===== src/rtl/preg_free_list_if.sv =====
// Rename-side handshake for the physical-register free list: allocation
// requests and grants, retire releases, flush, and status.
interface preg_free_list_if #(
  parameter int PR_ADDR_W = 5,
  parameter int ALLOC_W   = 4,
  parameter int RET_W     = 4
);
  logic [ALLOC_W-1:0]           alloc_req;
  logic                         alloc_grant;
  logic [ALLOC_W*PR_ADDR_W-1:0] alloc_pregs;
  logic [RET_W-1:0]             ret_valid;
  logic [RET_W*PR_ADDR_W-1:0]   ret_new_preg;
  logic [RET_W*PR_ADDR_W-1:0]   ret_old_preg;
  logic                         flush;
  logic [PR_ADDR_W:0]           free_count;
  logic                         err_double_free;

  modport master (
    output alloc_req, ret_valid, ret_new_preg, ret_old_preg, flush,
    input  alloc_grant, alloc_pregs, free_count, err_double_free
  );

  modport slave (
    input  alloc_req, ret_valid, ret_new_preg, ret_old_preg, flush,
    output alloc_grant, alloc_pregs, free_count, err_double_free
  );
endinterface


===== src/rtl/preg_free_list.sv =====
// Physical-register free list: all-or-nothing multi-lane allocation from
// registered state, retire-driven reclaim, and flush rebuild from the committed set.
module preg_free_list #(
  parameter int NUM_PREGS = 32,
  parameter int PR_ADDR_W = 5,
  parameter int NUM_ARCH  = 10,
  parameter int ALLOC_W   = 4,
  parameter int RET_W     = 4
) (
  input logic clk,
  input logic rst,
  preg_free_list_if.slave bus
);
  localparam int CNT_W = $clog2(ALLOC_W + 1);

  logic [NUM_PREGS-1:0]         free_map, commit_map;
  logic [NUM_PREGS-1:0]         free_nxt, commit_nxt;
  logic [NUM_PREGS-1:0]         avail, taken, rel;
  logic [PR_ADDR_W:0]           free_count;
  logic                         err_q;
  logic [CNT_W-1:0]             n_req;
  logic                         grant;
  logic [ALLOC_W*PR_ADDR_W-1:0] pregs;
  logic                         found;
  logic [PR_ADDR_W-1:0]         sel;
  logic [PR_ADDR_W-1:0]         old_p, new_p;
  logic                         illegal;

  // Each requesting lane takes the lowest free preg not already claimed by a lower lane.
  always_comb begin
    n_req = '0;
    for (int i = 0; i < ALLOC_W; i++) n_req += CNT_W'(bus.alloc_req[i]);
    grant = !bus.flush && !rst && (free_count >= (PR_ADDR_W+1)'(n_req));
    avail = free_map;
    taken = '0;
    pregs = '0;
    found = 1'b0;
    sel   = '0;
    for (int i = 0; i < ALLOC_W; i++) begin
      if (bus.alloc_req[i]) begin
        found = 1'b0;
        sel   = '0;
        for (int k = 0; k < NUM_PREGS; k++) begin
          if (!found && avail[k]) begin
            found = 1'b1;
            sel   = PR_ADDR_W'(k);
          end
        end
        if (found) begin
          avail[sel] = 1'b0;
          taken[sel] = 1'b1;
          pregs[i*PR_ADDR_W +: PR_ADDR_W] = sel;
        end
      end
    end
    if (!grant) begin
      taken = '0;
      pregs = '0;
    end
  end

  // Releases are judged against registered state; a second release of the same
  // preg in one cycle counts as a double free.
  always_comb begin
    commit_nxt = commit_map;
    rel        = '0;
    illegal    = 1'b0;
    old_p      = '0;
    new_p      = '0;
    for (int j = 0; j < RET_W; j++) begin
      if (bus.ret_valid[j]) begin
        old_p = bus.ret_old_preg[j*PR_ADDR_W +: PR_ADDR_W];
        new_p = bus.ret_new_preg[j*PR_ADDR_W +: PR_ADDR_W];
        if (free_map[old_p] || !commit_map[old_p] || old_p == new_p || rel[old_p]) begin
          illegal = 1'b1;
        end else begin
          rel[old_p]        = 1'b1;
          commit_nxt[old_p] = 1'b0;
          commit_nxt[new_p] = 1'b1;
        end
      end
    end
    free_nxt = bus.flush ? ~commit_nxt : ((free_map & ~taken) | rel);
  end

  always_ff @(posedge clk) begin
    if (rst) begin
      free_map   <= {{(NUM_PREGS-NUM_ARCH){1'b1}}, {NUM_ARCH{1'b0}}};
      commit_map <= {{(NUM_PREGS-NUM_ARCH){1'b0}}, {NUM_ARCH{1'b1}}};
      free_count <= (PR_ADDR_W+1)'(NUM_PREGS - NUM_ARCH);
      err_q      <= 1'b0;
    end else begin
      free_map   <= free_nxt;
      commit_map <= commit_nxt;
      free_count <= (PR_ADDR_W+1)'($countones(free_nxt));
      if (illegal) err_q <= 1'b1;
    end
  end

  always_ff @(posedge clk) begin
    if (!rst) begin
      assert ((free_map & commit_map) == '0);
      assert (free_count == (PR_ADDR_W+1)'($countones(free_map)));
      assert ($countones(commit_map) == NUM_ARCH);
    end
  end

  assign bus.alloc_grant     = grant;
  assign bus.alloc_pregs     = pregs;
  assign bus.free_count      = free_count;
  assign bus.err_double_free = err_q;
endmodule


===== src/flat_wrapper.sv =====
// flat-port wrapper written by rule: the top's interface ports become plain ports
module preg_free_list_flat 
#(
  parameter int NUM_PREGS = 32,
  parameter int PR_ADDR_W = 5,
  parameter int NUM_ARCH  = 10,
  parameter int ALLOC_W   = 4,
  parameter int RET_W     = 4
)
  (clk, rst, bus_alloc_req, bus_ret_valid, bus_ret_new_preg, bus_ret_old_preg, bus_flush, bus_alloc_grant, bus_alloc_pregs, bus_free_count, bus_err_double_free);
  preg_free_list_if #(.PR_ADDR_W(PR_ADDR_W), .ALLOC_W(ALLOC_W), .RET_W(RET_W)) bus_i ();
  input logic clk;
  input logic rst;
  input wire logic [$bits(bus_i.alloc_req)-1:0] bus_alloc_req;
  input wire logic [$bits(bus_i.ret_valid)-1:0] bus_ret_valid;
  input wire logic [$bits(bus_i.ret_new_preg)-1:0] bus_ret_new_preg;
  input wire logic [$bits(bus_i.ret_old_preg)-1:0] bus_ret_old_preg;
  input wire logic [$bits(bus_i.flush)-1:0] bus_flush;
  output wire logic [$bits(bus_i.alloc_grant)-1:0] bus_alloc_grant;
  output wire logic [$bits(bus_i.alloc_pregs)-1:0] bus_alloc_pregs;
  output wire logic [$bits(bus_i.free_count)-1:0] bus_free_count;
  output wire logic [$bits(bus_i.err_double_free)-1:0] bus_err_double_free;
  assign bus_i.alloc_req = bus_alloc_req;
  assign bus_i.ret_valid = bus_ret_valid;
  assign bus_i.ret_new_preg = bus_ret_new_preg;
  assign bus_i.ret_old_preg = bus_ret_old_preg;
  assign bus_i.flush = bus_flush;
  assign bus_alloc_grant = bus_i.alloc_grant;
  assign bus_alloc_pregs = bus_i.alloc_pregs;
  assign bus_free_count = bus_i.free_count;
  assign bus_err_double_free = bus_i.err_double_free;
  preg_free_list #(.NUM_PREGS(NUM_PREGS), .PR_ADDR_W(PR_ADDR_W), .NUM_ARCH(NUM_ARCH), .ALLOC_W(ALLOC_W), .RET_W(RET_W)) u_core (.clk(clk), .rst(rst), .bus(bus_i));
endmodule

===== config.mk =====
export PLATFORM = sky130hd
export DESIGN_NAME = preg_free_list_flat
export DESIGN_NICKNAME = d
export VERILOG_FILES = /design/src/rtl/preg_free_list_if.sv /design/src/rtl/preg_free_list.sv /design/src/flat_wrapper.sv
export SDC_FILE = /design/constraint.sdc
export NUM_CORES = 1
export LEC_CHECK = 0
export ABC_AREA = 1
export CAP_MARGIN = 10
export CELL_PAD_IN_SITES_DETAIL_PLACEMENT = 1
export CELL_PAD_IN_SITES_GLOBAL_PLACEMENT = 2
export CORE_UTILIZATION = 30
export CTS_CLUSTER_DIAMETER = 50
export DETAILED_ROUTE_END_ITERATION = 8
export PLACE_DENSITY = 0.81
export SLEW_MARGIN = 20
export SYNTH_ARGS = -nofsm -noshare
export SYNTH_HDL_FRONTEND = slang
export SYNTH_SLANG_ARGS = --single-unit
export TNS_END_PERCENT = 30

===== constraint.sdc =====
create_clock -name clk -period 21 [get_ports clk]
set_input_delay 2.1 -clock clk [delete_from_list [all_inputs] [get_ports clk]]
set_output_delay 2.1 -clock clk [all_outputs]
set_load 0.05 [all_outputs]

==> metrics.md <==
| Metric | Value |
|---|---|
| Synth Warn # | `0` |
| Mapped Area | `15990 sq um` |
| Most frequent CP cell | `nand2_1` |
| FFs w/ async S/R, synth | `0%` |
| P&R area growth vs syn | `10.49%` |
| Slew at the pin closest to its max-slew limit | `1.202 ns` |
| Starting Density | `30.37%` |
| Die Wd | `232.9 um` |
| Post-CTS Setup Repair Bufs | `0` |
| Detailed Route Iter0 Violations | `2516` |
| Post-route DRC | `0` |
| Main combinational cell family by area after synthesis | `simple AND/OR/NAND/NOR gates` |
| Clk sinks | `71` |
| Share of the synthesized area in the top cell type | `18.21%` |
| P_leak | `8.439 nW` |
| Critical Path Sink Type | `register` |
| Tcrit/Tclk final | `68.94%` |
| Number of global-route vias before repair | `21301` |
| Total track usage | `40.04%` |
| Post-DR vias/cell | `5.979` |
| Detail Route Antenna Nets | `0` |
| Clock share of power | `13.8%` |
| Wirelength per Cell | `29.84 um` |
| RSZ-0062 raised after global routing | `false` |
| Simple-gate share of the synthesized area | `46.26%` |
| Crit path largest cell delay | `0.99 ns` |
| Post-synthesis compound-gate area fraction | `22.63%` |
| Post_cts resized | `0` |
| Worst-Skew Late Latency | `0.37 ns` |
| Cells after Synth | `2966` |
| Power share of the combinational group | `70.9%` |
| Worst Path Required | `21.22 ns` |
| Xor/xnor share of the synthesized area | `0.5477%` |
| Area of the die | `54230 sq um` |
| Post-synth EDFFs | `0` |
| IO Count | `79` |
| Final nets | `3099` |
| Max-Cap Viols | `0` |
| Routability congestion estimate from global placement | `1.082` |
| Multiplexer share of the synthesized area | `0%` |
| Hold Path Depth | `2` |
| Hold Slack | `0.5653 ns` |
| Post-DP HPWL | `92020 um` |
| Worst path slowest cell | `clkdlybuf4s50_1` |
| Clk buf depth | `2` |
| FF-to-FF path depth | `57` |
| DR vias | `22034` |
| Area leader, netlist | `nand2_1` |
| Clock-pin slew on the worst setup and hold paths | `0.07 ns` |
| Tmin final | `14.48 ns` |
| Routed WL | `110000 um` |
| Post-synthesis register bit count | `71` |
| Register area share after synthesis | `8.888%` |
| Final Hold Vio Count | `0` |
| Synth area leaders | `nand2_1 18%, inv_1 11%, dfxtp_1 8.9%` |
| Max VDD drop | `200.2 uV` |
| Sequential power share | `15.3%` |
| Final-report setup violation count | `0` |
| H-Tree Depth | `3` |
| CTS tree | `built` |
| Ratio of cells with drive above 1 in the final layout | `7.608%` |
| Mean Syn Cell Area | `5.392 sq um` |
| Antenna cell count | `0` |
| Synth Net Count | `3073` |
| Max-slew headroom | `19.70%` |
| Core ar. | `52660 sq um` |
| FMAX | `0.06907 GHz` |
| CP Max Fanout | `31` |
| Setup Skew | `0.01833 ns` |
| Top_reg_cell synth | `dfxtp_1` |
| WP data arrival | `14.70 ns` |
| TritonCTS buffer count | `9` |
| Max-slew violation count | `0` |
| Power Dens Cells | `67.89 nW/um^2` |
| Pin count of the biggest net entering global routing | `60` |
| Grt total ovfl | `0` |
| Drt pass-1 iters | `6` |
| P_sw | `648.6 uW` |
| First-pass GRT wire length | `155100 um` |
| Hold-fix buffers at CTS | `0` |
| Tightest Hold Check Type | `register to register` |
| Internal power | `551.0 uW` |
| Status | `finished clean` |
| Die Span Y | `232.9 um` |
| I/O Buffers | `78` |
| Netlist cell types | `75` |
| Kind of critical path | `primary input to register` |
| CP Launch Type | `primary input` |
| Site row count | `84` |
| Initial antenna violation count | `2` |
| Adder-Cell Fraction of Synth Area | `5.649%` |
| CTS Root Cell | `clkbuf_16` |
| Sw Share | `54.07%` |
| Setup TNS | `0 ns` |
path summary, 6_finish.rpt:
| check | startpoint | to | slack, ns |
|---|---|---|---|
| setup / recovery | bus_ret_old_preg[1] | u_core.bus.free_count[5] | 6.52 |
| hold / removal | u_core.bus.err_double_free | u_core.bus.err_double_free | 0.57 |
| setup reg to reg | u_core.commit_map[14] | u_core.bus.free_count[5] | 8.67 |
| hold reg to reg | u_core.bus.err_double_free | u_core.bus.err_double_free | 0.57 |
Yosys cell counts (all sizes together) (51+ instances only):
library cell / count
nor2: 421
buf: 51
clkbuf: 52
nand3: 216
nand2: 793
inv: 505
dfxtp: 71
o22ai: 88
o21ai: 219
nor3: 92
nand4: 72
a21oi: 100
kinds of logic (layout without fill, tap and decap cells):
| group | Yosys count | count (layout) |
|---|---|---|
| flip-flops | 71 | 71 |
| AO/OA/AOI/OAI | 572 | 572 |
| buffers and inverters | 625 | 656 |
| AND/OR/NAND/NOR | 1632 | 1632 |
| XOR/XNOR | 10 | 10 |
| adder cells (fa/ha/maj) | 56 | 56 |
final cells by class:
type	instances	area, sq um
clock inverter	6	68.82
timing repair buffer	127	1139
sequential	71	1421
inverter	513	1926
fill	7271	34990
clock buffer	10	239.0
tap	688	860.8
multi-input combinational	2270	12020
flip-flops by register name, summed over array words and instances, names as in the netlist:
| name | flops |
|---|---|
| u_core.bus.free_count | 6 |
| u_core.free_map | 32 |
| u_core.bus.err_double_free | 1 |
| u_core.commit_map | 32 |
layer usage:
layer | wire (um) | share of wire, % | vias to the layer above | global-route usage [%]
met1 | 50530 | 46 | 10952 | 57.60
met4 | 4520 | 4.1 | 0 | 15.40
met2 | 45330 | 41 | 1081 | 57.99
met3 | 9587 | 8.7 | 179 | 7.525
li1 | - | - | 9822 | -
met5 | 0 | 0 | - | 0
critical path, delay by kind of cell:
kind | cells | cell delay [ns]
buffers and inverters | 8 | 2.02
adders and majority gates | 8 | 3.21
AOI/OAI and AO/OA | 3 | 0.99
and+or+nand+nor | 37 | 6.32
cells in the final DEF, fill, tap and decap left out, types with 9 or more instances in the layout:
cell / count
nand2_1: 776
inv_1: 482
o211ai_1: 10
nor3_1: 86
ha_1: 29
a21oi_1: 95
dfxtp_1: 71
a211oi_1: 22
nand3b_1: 10
a221oi_1: 17
nand3_2: 17
a22oi_1: 13
clkbuf_16: 9
nor2_1: 363
o22ai_1: 88
nor4_1: 13
o21ai_1: 37
a32oi_1: 13
a31oi_1: 12
buf_4: 49
nand2_2: 12
clkdlybuf4s50_1: 76
o21ai_0: 166
nand4_1: 71
o21ai_2: 13
nor2_2: 27
o21bai_1: 13
inv_2: 23
nor2_4: 28
fa_1: 27
o311ai_0: 12
nand3_1: 194
stage by stage:
step,power [mW],cells,util (%),setup slack (ns),area (sq um)
floorplan,0.7636,2966,-,11.08,15990
global placement,0.9985,3669,32.97,6.531,17360
detailed placement,1.024,3669,32.97,6.348,17360
CTS,1.193,3685,33.56,6.724,17670
global route,1.317,3685,33.56,5.732,17670
finish,1.200,3685,33.56,6.523,17670
power by group through the flow:
stage / sequential, mW / combinational (mW) / clock, mW
after floorplan: 0.181 / 0.583 / 0
after global routing: 0.182 / 0.963 / 0.172
after global placement: 0.184 / 0.815 / 0
final: 0.183 / 0.851 / 0.165
after CTS: 0.180 / 0.846 / 0.166
after detailed placement: 0.183 / 0.840 / 0
Power figures use the tool's default switching activity.
